--- src/rtl/dmmu_table_loader.sv ---
// Context-switch loader: fetches the dmmu page-table image from memory and replays it into the SR window.
// Optional abort input is enabled by defining DMMU_LDR_ABORT_EN.
module dmmu_table_loader #(
  parameter int          N_ENTRIES = 16,
  parameter logic [15:0] SR_BASE   = 16'h200,
  parameter int          LOAD_LONG = 1
) (
  input  logic        i_clk,
  input  logic        i_rst_n,
  input  logic        i_start,
  input  logic [23:0] i_base_addr,
`ifdef DMMU_LDR_ABORT_EN
  input  logic        i_abort,
`endif
  output logic        o_busy,
  output logic        o_done,
  output logic        o_err,
  output logic        o_mem_req,
  output logic [23:0] o_mem_addr,
  input  logic        i_mem_ack,
  input  logic        i_mem_err,
  input  logic [15:0] i_mem_data,
  input  logic [15:0] i_cpu_sr_addr,
  input  logic [15:0] i_cpu_sr_data,
  input  logic        i_cpu_sr_we,
  output logic [15:0] o_sr_addr,
  output logic [15:0] o_sr_data,
  output logic        o_sr_we
);

  localparam logic [4:0] LAST = 5'(N_ENTRIES - 1 + LOAD_LONG);

  typedef enum logic [1:0] {S_IDLE, S_REQ, S_WR, S_DONE} state_t;

  state_t      state;
  logic [4:0]  idx;
  logic [23:0] base;
  logic [15:0] data;
  logic        err_q;
  logic        abort_pend;
  logic        abort_now;
  logic        loader_we;

`ifdef DMMU_LDR_ABORT_EN
  assign abort_now = i_abort;
`else
  assign abort_now = 1'b0;
`endif

  always_ff @(posedge i_clk or negedge i_rst_n) begin
    if (!i_rst_n) begin
      state      <= S_IDLE;
      idx        <= 5'd0;
      base       <= 24'd0;
      data       <= 16'd0;
      err_q      <= 1'b0;
      abort_pend <= 1'b0;
    end else begin
      err_q <= 1'b0;
      case (state)
        S_IDLE: begin
          abort_pend <= 1'b0;
          if (i_start) begin
            base  <= i_base_addr;
            idx   <= 5'd0;
            state <= S_REQ;
          end
        end
        // An abort during REQ never drops the handshake; it is remembered until ack/err.
        S_REQ: begin
          if (abort_now) abort_pend <= 1'b1;
          if (i_mem_err) begin
            err_q <= 1'b1;
            state <= S_IDLE;
          end else if (i_mem_ack) begin
            if (abort_pend || abort_now) begin
              err_q <= 1'b1;
              state <= S_IDLE;
            end else begin
              data  <= i_mem_data;
              state <= S_WR;
            end
          end
        end
        S_WR: begin
          if (abort_now) begin
            err_q <= 1'b1;
            state <= S_IDLE;
          end else if (!i_cpu_sr_we) begin
            if (idx == LAST) begin
              state <= S_DONE;
            end else begin
              idx   <= idx + 5'd1;
              state <= S_REQ;
            end
          end
        end
        S_DONE: begin
          if (abort_now) err_q <= 1'b1;
          state <= S_IDLE;
        end
        default: state <= S_IDLE;
      endcase
    end
  end

  assign o_busy     = (state != S_IDLE);
  assign o_mem_req  = (state == S_REQ);
  assign o_mem_addr = o_mem_req ? (base + {19'd0, idx}) : 24'd0;
  assign o_done     = (state == S_DONE) && !abort_now;
  assign o_err      = err_q;
  assign loader_we  = (state == S_WR) && !abort_now;

  // CPU writes always win; the loader simply retries its write the next cycle.
  always_comb begin
    o_sr_we   = 1'b0;
    o_sr_addr = 16'd0;
    o_sr_data = 16'd0;
    if (i_cpu_sr_we) begin
      o_sr_we   = 1'b1;
      o_sr_addr = i_cpu_sr_addr;
      o_sr_data = i_cpu_sr_data;
    end else if (loader_we) begin
      o_sr_we   = 1'b1;
      o_sr_addr = SR_BASE + {11'd0, idx};
      o_sr_data = data;
    end
  end

endmodule
--- config.mk ---
export PLATFORM = sky130hd
export DESIGN_NAME = dmmu_table_loader
export DESIGN_NICKNAME = d
export VERILOG_FILES = /design/src/rtl/dmmu_table_loader.sv
export SDC_FILE = /design/constraint.sdc
export NUM_CORES = 1
export LEC_CHECK = 0
export CAP_MARGIN = 15
export CORE_MARGIN = 1.5
export CORE_UTILIZATION = 44
export CTS_CLUSTER_SIZE = 25
export DETAILED_ROUTE_END_ITERATION = 6
export PLACE_DENSITY = 0.91
export SYNTH_ARGS = -nofsm -noshare
export SYNTH_HDL_FRONTEND = slang
export SYNTH_SLANG_ARGS = --single-unit
--- constraint.sdc ---
create_clock -name i_clk -period 6.92 [get_ports i_clk]
set_input_delay 1.038 -clock i_clk [delete_from_list [all_inputs] [get_ports i_clk]]
set_output_delay 1.038 -clock i_clk [all_outputs]
set_load 0.05 [all_outputs]
==> results of run 1 <==
[per-layer routing]
metal	share of wire [%]	vias to the layer above	global-route usage [%]
met5	0	-	0
met4	1.0	0	4.92
met3	6.7	8	6.03
met2	50	102	40.4
met1	42	1289	30.6
li1	-	1283	-
[cells by family after synthesis]
logic type                 after synthesis  share of synthesized area, %
DFF                                     48                          41.6
and+or+nand+nor                         90                          16.5
xor gates and xnor gates                20                          6.07
AOI/OAI and AO/OA                       59                          15.3
adders and majority gates                8                          3.73
buffers and inverters                   25                          3.60
muxes                                   34                          13.2
[power groups by stage]
stage               clock network [mW]  registers [mW]  logic (mW)
floorplan                            0           0.432       0.390
finish                           0.208           0.449       0.572
detailed placement                   0           0.457       0.569
global route                     0.227           0.464       0.608
global placement                     0           0.452       0.555
CTS                              0.213           0.451       0.572
[Yosys cell counts (2+ instances only)]
library cell	n	share of area, %
nor2b_1	2	0.43
mux2_2	33	13
buf_2	2	0.35
a22o_1	19	5.8
and2_1	14	3.0
or4_1	4	1.0
nor2_1	27	3.5
clkbuf_1	11	1.4
a21oi_1	8	1.4
nand3_1	8	1.4
inv_1	11	1.4
or3_1	2	0.43
o21bai_1	2	0.52
ha_1	7	3.0
nor3b_2	2	0.87
o211ai_1	4	1.0
nand4_1	4	0.87
xnor2_1	11	3.3
xor2_1	9	2.7
and4_1	2	0.61
dfrtp_1	48	42
nand2_1	15	2.0
o31ai_1	4	1.0
nand2b_1	5	1.1
o21ai_0	15	2.6
[worst register-to-register path, cell delays in order (launching register included)]
cell and delay (ps):
dfrtp_1 500, nand2b_1 630, nor3b_2 680, buf_4 300, mux2_2 360
[flip-flops by register name, indices dropped and copies added (netlist names)]
| register | count |
|---|---|
| base | 24 |
| data | 16 |
| idx | 5 |
| state | 2 |
| o_err | 1 |
[worst min path at each step]
| stage | from | endpoint | depth (start not counted) |
|---|---|---|---|
| after detailed placement | data[3] | data[3] | 1 |
| final | data[3] | data[3] | 1 |
| after global routing | data[10] | data[10] | 1 |
| after floorplan | data[0] | data[0] | 1 |
| after CTS | data[3] | data[3] | 1 |
| after global placement | data[3] | data[3] | 1 |
[area by class of cell]
type                       instances  area [µm²]  share of cell area (%)
clock buffer                       5        68.8                    1.54
timing repair buffer             143        1440                    32.1
inverter                          11        41.3                   0.922
multi-input combinational        211        1590                    35.4
sequential                        48        1200                    26.8
tap                               77        96.3                    2.15
clock inverter                     3        46.3                    1.03
==> results.sh, run 1 <==
export IMPL_end_kind="output pin"
export IMPL_wirelength_um=8330
export IMPL_gp_congestion=0.834
export IMPL_finalHoldViolCount=0
export IMPL_vdd_drop_max_mv=0.200
export IMPL_slew_headroom_pct=37.7
export IMPL_drtIter0Drc=78
export IMPL_p_sw_mw=0.501
export IMPL_synth_area_mm2=0.00289
export IMPL_cp_max_fo=21
export IMPL_ys_async_sr_fraction_pct=100
export IMPL_crit_start="i_cpu_sr_we"
export IMPL_path_class="input port to output pin"
export IMPL_reg2reg_from="state[1]"
export IMPL_cp_num_cells=6
export IMPL_finish_utilization_pct=70.5
export IMPL_max_stage_delay_ps=800
export IMPL_htree_levels=2
export IMPL_grt_use_total_pct=23.7
export IMPL_syn_nets=370
export IMPL_crit_required_ps=5880
export IMPL_final_area_mm2=0.00448
export IMPL_hp_class="flip-flop to flip-flop"
export IMPL_critPathLaunchType="input port"
export IMPL_setup_tns_ps=0
export IMPL_initial_core_util_pct=45.5
export IMPL_grt_remaining_overflow=0
export IMPL_io_pins=139
export IMPL_cts_hold_buffers=0
export IMPL_vias=2682
export IMPL_fmax_mhz=206
export IMPL_crit_path_top_delay_cell="clkdlybuf4s50_1"
export IMPL_port_buffers=138
export IMPL_fp_dieW_um=84.0
export IMPL_period_minus_slack_ps=4870
export IMPL_cts_buffers_inserted=5
export IMPL_combPwrFrac_pct=46.5
export IMPL_path_buf_inv=4
export IMPL_cts_tree="built"
export IMPL_clock_latency_ps=300
export IMPL_dr_pass1_iters=4
export IMPL_fillers=487
export IMPL_cts_setup_buffers=0
export IMPL_n_antenna_cell=0
export IMPL_post_cts_resized=0
export IMPL_grt_pass1_vias=2687
export IMPL_pre_cts_ws_ps=1500
export IMPL_via_per_inst=5.39
export IMPL_cts_buffer_depth=2
export IMPL_synth_distinct_cells=40
export IMPL_grt_setup_unrepaired="false"
export IMPL_clk_root_buffer_cell="clkbuf_8"
export IMPL_drive_above_1_share_pct=12.8
export IMPL_critPathArrivalTime_ps=3830
export IMPL_synthCells=284
export IMPL_endpoint="o_sr_data[2]"
export IMPL_status="finished clean"
export IMPL_drc=0
export IMPL_dp_cells=487
export IMPL_setup_viol=0
export IMPL_ys_seq_elements=48
export IMPL_yosys_warnings=0
export IMPL_clock_power_share_pct=16.9
export IMPL_regToRegSetupSlack_ps=4340
export IMPL_switching_share_pct=40.8
export IMPL_clock_sinks=48
export IMPL_antenna_found_initial=0
export IMPL_most_common_layout_cells="137 x clkdlybuf4s50_1, 48 x dfrtp_1, 33 x mux2_2, 27 x nor2_1, 19 x a22o_1"
export IMPL_crit_family="buffers and inverters"
export IMPL_rows=29
export IMPL_fin_total_pwr_mw=1.23
export IMPL_fin_crit_sh_pct=70.3
export IMPL_fin_skew_ps=9.26
export IMPL_reg2regPathDepth=4
export IMPL_crit_chain="clkdlybuf4s50_1, buf_8, nor2_1, buf_6, a22o_1, clkdlybuf4s50_1"
export IMPL_hold_slack_ps=520
export IMPL_postSynthAreaPerCell_um2=10.2
export IMPL_drv_cap=0
export IMPL_fp_dieH_um=84.0
export IMPL_grt_pass1_wl_um=13400
export IMPL_synth_seq_area_share_pct=41.6
export IMPL_worst_pin_slew_ps=935
export IMPL_maxSlewViolCount=0
export IMPL_placed_cell_area_mm2=0.00432
export IMPL_dominantRegCellSynth="dfrtp_1"
export IMPL_die_area_mm2=0.00706
export IMPL_seqPwrFrac_pct=36.5
export IMPL_clk_pin_slew_ps=100
export IMPL_synth_edf_count=0
export IMPL_final_common_cell="clkdlybuf4s50_1"
export IMPL_path_common_cell="clkdlybuf4s50_1"
export IMPL_nets=506
export IMPL_avgRoutedWirePerCell_um=16.7
export IMPL_core_area_mm2=0.00635
export IMPL_reg2reg_to="data[10]"
export IMPL_p_leak_nw=1.75
export IMPL_finalNonFillerCells=498
export IMPL_ant_nets=0
export IMPL_dpl_hpwl_um=6430
export IMPL_p_per_area_mw_per_mm2=274
export IMPL_internal_power_mw=0.728
export IMPL_syn_to_final_growth_pct=55.2
export IMPL_setup_ws_ps=2050
export IMPL_grt_max_degree=49
(Power assumes the default switching activity.)
==> run 2, diff against run 1 <==
- CORE_UTILIZATION: 44 -> 37
- PLACE_DENSITY: 0.91 -> 0.82
- clock period: 6.92 -> 4.4 ns (I/O delays scaled with it)
==> results.sh, run 2 (synthesis results as in run 1) <==
export IMPL_status="finished clean"
export IMPL_n_antenna_cell=0
export IMPL_drc=0
export IMPL_dpl_hpwl_um=6190
export IMPL_crit_chain="ha_1, inv_1, fa_1, and2b_1, o211ai_1, a2111oi_1, xnor2_1, nor2_1, clkdlybuf4s50_1"
export IMPL_end_kind="output pin"
export IMPL_clk_pin_slew_ps=90
export IMPL_fp_dieW_um=91.3
export IMPL_vdd_drop_max_mv=0.315
export IMPL_drtIter0Drc=86
export IMPL_p_per_area_mw_per_mm2=410
export IMPL_grt_remaining_overflow=0
export IMPL_setup_tns_ps=0
export IMPL_cts_setup_buffers=0
export IMPL_vias=2655
export IMPL_wirelength_um=8230
export IMPL_grt_max_degree=49
export IMPL_final_common_cell="clkdlybuf4s50_1"
export IMPL_cts_tree="built"
export IMPL_crit_required_ps=3740
export IMPL_port_buffers=138
export IMPL_clock_sinks=48
export IMPL_htree_levels=2
export IMPL_fp_dieH_um=91.3
export IMPL_die_area_mm2=0.00834
export IMPL_cts_buffer_depth=2
export IMPL_grt_pass1_vias=2817
export IMPL_placed_cell_area_mm2=0.00456
export IMPL_clock_latency_ps=290
export IMPL_critPathArrivalTime_ps=3530
export IMPL_clk_root_buffer_cell="clkbuf_8"
export IMPL_io_pins=139
export IMPL_syn_to_final_growth_pct=61.8
export IMPL_reg_top3="base: 24 flops, data: 16 flops, idx: 5 flops"
export IMPL_cts_buffers_inserted=5
export IMPL_p_leak_nw=1.84
export IMPL_dr_pass1_iters=4
export IMPL_core_area_mm2=0.00765
export IMPL_hp_class="input port to async pin"
export IMPL_drv_cap=0
export IMPL_worst_pin_slew_ps=952
export IMPL_slew_headroom_pct=36.5
export IMPL_antenna_found_initial=0
export IMPL_via_per_inst=5.07
export IMPL_grt_use_total_pct=20.3
export IMPL_cp_max_fo=9
export IMPL_max_stage_delay_ps=830
export IMPL_fin_crit_sh_pct=95.3
export IMPL_avgRoutedWirePerCell_um=15.7
export IMPL_most_common_layout_cells="117 x clkdlybuf4s50_1, 48 x dfrtp_1, 33 x mux2_2, 27 x nor2_1, 20 x buf_12"
export IMPL_grt_pass1_wl_um=13700
export IMPL_initial_core_util_pct=37.7
export IMPL_final_area_mm2=0.00467
export IMPL_setup_viol=0
export IMPL_regMostFlops="base"
export IMPL_ant_nets=0
export IMPL_critPathLaunchType="flip-flop"
export IMPL_fillers=635
export IMPL_rows=32
export IMPL_crit_path_top_delay_cell="clkdlybuf4s50_1"
export IMPL_largest_register_ffs=24
export IMPL_fmax_mhz=239
export IMPL_period_minus_slack_ps=4190
export IMPL_gp_congestion=0.883
export IMPL_drive_above_1_share_pct=17.3
export IMPL_path_class="flip-flop to output pin"
export IMPL_finalHoldViolCount=0
export IMPL_fin_skew_ps=3.90
export IMPL_nets=507
export IMPL_maxSlewViolCount=0
export IMPL_grt_setup_unrepaired="false"
==> run 2: metrics by stage <==
stage / hold slack (ps) / setup slack, ps / cells / utilization, % / total power, mW
2_1_floorplan: 364 / 1050 / 284 / - / 1.29
3_3_place_gp: 491 / 581 / 515 / 59.6 / 1.62
3_5_place_dp: 496 / 532 / 515 / 59.6 / 1.65
4_1_cts: 517 / 162 / 523 / 60.8 / 1.93
5_1_grt: 359 / 35.9 / 524 / 61.1 / 2.03
6_report: 338 / 208 / 524 / 61.1 / 1.92
==> run 2: area by class of cell <==
type / instances / area, µm² / share of cell area (%)
multi-input combinational: 211 / 1590 / 34.0
tap: 102 / 128 / 2.73
timing repair buffer: 144 / 1620 / 34.7
clock buffer: 8 / 90.1 / 1.93
sequential: 48 / 1200 / 25.7
inverter: 11 / 41.3 / 0.884
==> run 2: layer usage <==
layer,up-vias,GRT usage [%],wire length (µm)
li1,1282,-,-
met1,1238,25.4,3580
met2,133,35.4,3990
met3,2,5.78,644
met4,0,2.99,17
met5,-,0,0
==> run 2: final timing paths <==
kind / slack [ps] / endpoint / start / depth (start not counted)
worst max-delay path: 210 / o_mem_addr[14] / idx[0] / 9
worst min register to register: 510 / data[1] / data[1] / 1
worst min-delay path: 340 / base[20] / i_rst_n / 1
min in group i_clk: 510 / data[1] / data[1] / 1
max in group asynchronous: 3530 / data[8] / i_rst_n / 2
worst max register to register: 2180 / data[14] / state[1] / 4
==> run 2: where the power goes <==
group	switching [mW]	leakage, nW	internal, mW	total, mW
registers	0.121	0.582	0.586	0.706
logic	0.520	1.21	0.415	0.936
clock network	0.145	0.0455	0.129	0.273
total	0.786	1.84	1.13	1.92
==> run 2: repair_timing <==
action / in CTS / in global routing
resized for setup: 0 / 1
hold buffers: 0 / 0
setup endpoints to repair: 0 / 1
==> run 2: critical path: cells and delay by family (launching register included) <==
| family | cells | cell delay [ps] |
|---|---|---|
| xor gates and xnor gates | 1 | 120 |
| buffers and inverters | 2 | 890 |
| adders and majority gates | 2 | 560 |
| and+or+nand+nor | 2 | 340 |
| AOI/OAI and AO/OA | 2 | 910 |
| DFF | 1 | 420 |
==> run 3, diff against run 2 <==
- ABC_CLOCK_PERIOD_IN_PS: unset -> 4400
- CTS_CLUSTER_DIAMETER: unset -> 40
==> results of run 3 <==
The final DEF is identical to that of run 2; final timing and power are the same.
==> variant 1 (flow settings as in run 3) <==
Register the output `o_err` once more; this adds one clock of latency there. The other outputs are not delayed to match.
--- a/src/rtl/dmmu_table_loader.sv
+++ b/src/rtl/dmmu_table_loader.sv
@@ -108,7 +108,9 @@
   assign o_mem_req  = (state == S_REQ);
   assign o_mem_addr = o_mem_req ? (base + {19'd0, idx}) : 24'd0;
   assign o_done     = (state == S_DONE) && !abort_now;
-  assign o_err      = err_q;
+  always_ff @(posedge i_clk) begin
+    o_err <= err_q;
+  end
   assign loader_we  = (state == S_WR) && !abort_now;
 
   // CPU writes always win; the loader simply retries its write the next cycle.
Function: changed (Yosys sat finds a counterexample within 4 cycles, from zero or initial values and one cycle with i_rst_n low).
==> variant 1 against run 3 <==
  * Wire length is 0.40% higher
  * Sequential power is 1% higher
  * Final area is 0.99% higher
  * Area after synthesis is 0.69% higher
  * Via count is 0.53% higher
  * Setup slack better by 0.021 ns
  * Clock skew is 0.0062 ns higher
  * Total power is 3.6% higher
  * Sequential cell count is 1 higher
  * Largest power group unchanged
==> variant 1: results (changes against run 3) <==
metric;value;unit;change
routability cong.;0.852;;-3.5%
clock buffers;5;;-3
first-pass GRT wire length;13.6;mm;-0.35%
clk_skew;0.0101;ns;+0.00618 ns
vias in the first global route;2780;;-1.3%
DR vias;2669;;+0.53%
later-pin clock latency in the skew report;0.31;ns;+0.02 ns
fill count;632;;-0.47%
initial DRC count;77;;-10%
layout cells sized above 1;0.180;;+0.00668
Synth Register Bits;49;;+2.1%
outcome;complete, no violations;;
Compound-Gate Fraction of Synth Area;0.152;;-0.00105
unique cell type count in the Yosys netlist;41;;+2.5%
DR WL met2;4.05;mm;+1.4%
Tot GR Track Use;0.202;;-0.00101
worst hold slack;0.245;ns;-0.0931 ns
Synth Area in Adders;0.0370;;-0.000257
Arr. time, crit path;3.51;ns;-0.02 ns
length of routed met3 wiring;638;µm;-0.93%
register area;1220;µm²;+1.7%
Layout clock area frac;0.0244;;+0.00512
Detail Placement HPWL;6.32;mm;+2.1%
Leak;0.00186;µW;+1.0%
Buffers, non-clock;144;;unchanged
DR WL/cell;15.7;µm;+0.21%
synth top area cells;dfrtp_1, mux2_2, a22o_1;;
Reg clk slew, reported paths;0.10;ns;
Inverters excl. clock;11;;unchanged
Signal buf overhead;0.344;;-0.00314
Worst-Margin Slew;0.944;ns;-0.00776 ns
# nets final;508;;+0.20%
worst vdd ir;0.000243;V;-23%
post-synthesis xor/xnor area fraction;0.0603;;-0.000418
WL met1;3.53;mm;-1.3%
ys async rst share;0.980;;-0.0204
FF-to-FF End;data[12];;
mux contribution to synthesized area;0.131;;-0.000911
Net Count, Synth;371;;+0.27%
## variant 1: cell types whose count changed in the layout (fill, tap and decap cells not counted), sizes merged
cell / run 3 / this run
clkbuf: 8 / 5
buf: 27 / 28
bufinv: 0 / 1
clkdlybuf4s50: 117 / 116
clkinv: 0 / 1
clkinvlp: 0 / 1
dfxtp: 0 / 1
## variant 1: metrics by stage
| stage | setup WS [ns] | instance area, µm² | power (µW) | cells |
|---|---|---|---|---|
| 4_1_cts | 0.164 | 4680 | 2000 | 523 |
| 3_5_place_dp | 0.554 | 4570 | 1660 | 515 |
| 3_3_place_gp | 0.594 | 4570 | 1630 | 515 |
| 2_1_floorplan | 1.05 | 2910 | 1300 | 285 |
| 6_report | 0.230 | 4720 | 1980 | 525 |
| 5_1_grt | 0.0309 | 4720 | 2100 | 525 |
## variant 1: metal layers
layer,GRT usage,vias to the layer above
li1,-,1284
met2,0.345,117
met1,0.257,1262
met3,0.0589,6
met4,0.0365,0
met5,0,-
## variant 1: what timing repair did
action / CTS / global route
resized for setup: 0 / 1
hold buffers: 0 / 0
setup buffers: 0 / 0
setup endpoints to repair: 0 / 1
## variant 1: worst max-delay path by stage
stage	startpoint	to	slack [ns]	cells after the start
2_1_floorplan	idx[0]	o_mem_addr[14]	1.05	8
3_3_place_gp	idx[0]	o_mem_addr[14]	0.59	9
3_5_place_dp	idx[0]	o_mem_addr[14]	0.55	9
4_1_cts	idx[0]	o_mem_addr[14]	0.16	9
5_1_grt	idx[0]	o_mem_addr[14]	0.03	9
6_report	idx[0]	o_mem_addr[14]	0.23	9
## variant 1: power breakdown
group	switching [µW]	internal, µW	total (µW)	leakage (µW)
Clock	164	170	334	0.0000543
Combinational	520	415	935	0.00121
Sequential	119	596	714	0.000591
==> variant 2 (config.mk and constraints of run 3) <==
Without the edit above. Add a define of `DMMU_LDR_ABORT_EN`.
--- a/src/rtl/dmmu_table_loader.sv
+++ b/src/rtl/dmmu_table_loader.sv
@@ -1,5 +1,7 @@
 // Context-switch loader: fetches the dmmu page-table image from memory and replays it into the SR window.
 // Optional abort input is enabled by defining DMMU_LDR_ABORT_EN.
+`define DMMU_LDR_ABORT_EN
+
 module dmmu_table_loader #(
   parameter int          N_ENTRIES = 16,
   parameter logic [15:0] SR_BASE   = 16'h200,
Interface: changed (added i_abort); port bits go from 139 to 140. No check against the original RTL was run, so the function may have changed too.
==> variant 2 against run 3 <==
  * Final area is 2.4% lower
  * Sequential cell count is 1 higher
  * Combinational power is 31% lower
  * Area after synthesis is 1.6% higher
  * Wire length is 4.6% higher
  * Synthesized cell count is 1.1% higher
  * Non-clock buffer count is 2 higher
  * Clock skew is 0.0070 ns higher
  * Critical endpoint unchanged
  * Setup slack better by 0.14 ns
  * Clock power is 7% higher
  * Global-route usage is 0.42 points higher
  * Total power is 17% lower
==> variant 2: results (changes against run 3) <==
metric;value;unit;change
unique cell type count in the Yosys netlist;43;;+7.5%
synth top area cells;dfrtp_1, mux2_2, a22o_1;;
Placed Instances;519;;+0.78%
worst hold slack;0.332;ns;-0.00636 ns
CP Max Fanout;8;;-1
vias per cell;5.19;;+2.5%
routability cong.;0.841;;-4.8%
Net Count, Synth;374;;+1.1%
CP max-delay cell;clkdlybuf4s50_1;;
first-pass GRT wire length;14.0;mm;+2.6%
outcome;complete, no violations;;
FF-to-FF End;data[7];;
clk_skew;0.0109;ns;+0.00699 ns
initial antenna violation count;0;;unchanged
Post-Syn Instances;287;;+1.1%
Port Buffers;139;;+0.72%
worst vdd ir;0.000149;V;-53%
Final WS setup;0.347;ns;+0.138 ns
Tot GR Track Use;0.208;;+0.00419
largest net degree at the start of global routing;50;;+2.0%
# nets final;513;;+1.2%
Worst-Margin Slew;0.954;ns;+0.00174 ns
DR vias;2747;;+3.5%
sequential area share after synthesis;0.418;;+0.00179
fill count;664;;+4.6%
initial DRC count;102;;+19%
Detail Placement HPWL;6.45;mm;+4.3%
final wirelength;8.61;mm;+4.6%
layout cells sized above 1;0.157;;-0.0161
most common library cells after synthesis;dfrtp_1, mux2_2, nor2_1;;
Worst R2R Setup Slack;1.42;ns;-0.76 ns
[variant 2: power by group]
| part | internal, µW | total, µW | leakage, µW | switching (µW) |
|---|---|---|---|---|
| Clock | 142 | 291 | 0.0000542 | 148 |
| Sequential | 557 | 648 | 0.000599 | 91.2 |
| Combinational | 293 | 648 | 0.00118 | 355 |
[variant 2: per-stage QoR]
stage	utilization	area (µm²)
after floorplan	-	2930
after global placement	0.575	4420
after detailed placement	0.575	4420
after CTS	0.588	4520
after global routing	0.593	4560
final	0.593	4560
[variant 2: metal layers]
layer,wire [µm],vias to the layer above,global-route usage
met2,4510,83,0.360
met5,0,-,0
met1,3590,1356,0.259
met4,143,0,0.0705
met3,367,12,0.0365
li1,-,1296,-
[variant 2: area by class of cell]
| type | instances | share of cell area |
|---|---|---|
| multi-input cells | 215 | 0.357 |
| inverters | 9 | 0.00741 |
| clock inverters | 1 | 0.00110 |
| well taps | 102 | 0.0280 |
| flip-flops and latches | 49 | 0.269 |
| clock buffers | 7 | 0.0211 |
| repair buffers | 146 | 0.316 |
[variant 2: kinds of logic (layout without fill, tap and decap cells)]
logic type | after synthesis | after routing | synth area share
AND/OR/NAND/NOR | 91 | 91 | 0.162
AO/OA/AOI/OAI | 54 | 54 | 0.135
flip-flops | 49 | 49 | 0.418
multiplexers | 40 | 40 | 0.153
buffers and inverters | 23 | 163 | 0.0303
XOR/XNOR | 22 | 22 | 0.0657
adder cells (fa/ha/maj) | 8 | 8 | 0.0367
[variant 2: critical path: cells and delay by family (launching register included)]
kind / cells / cell delay [ns]
DFF: 1 / 0.42
adders and majority gates: 2 / 0.57
xor gates and xnor gates: 1 / 0.11
AOI/OAI and AO/OA: 2 / 0.85
buffers and inverters: 2 / 0.88
and+or+nand+nor: 2 / 0.27
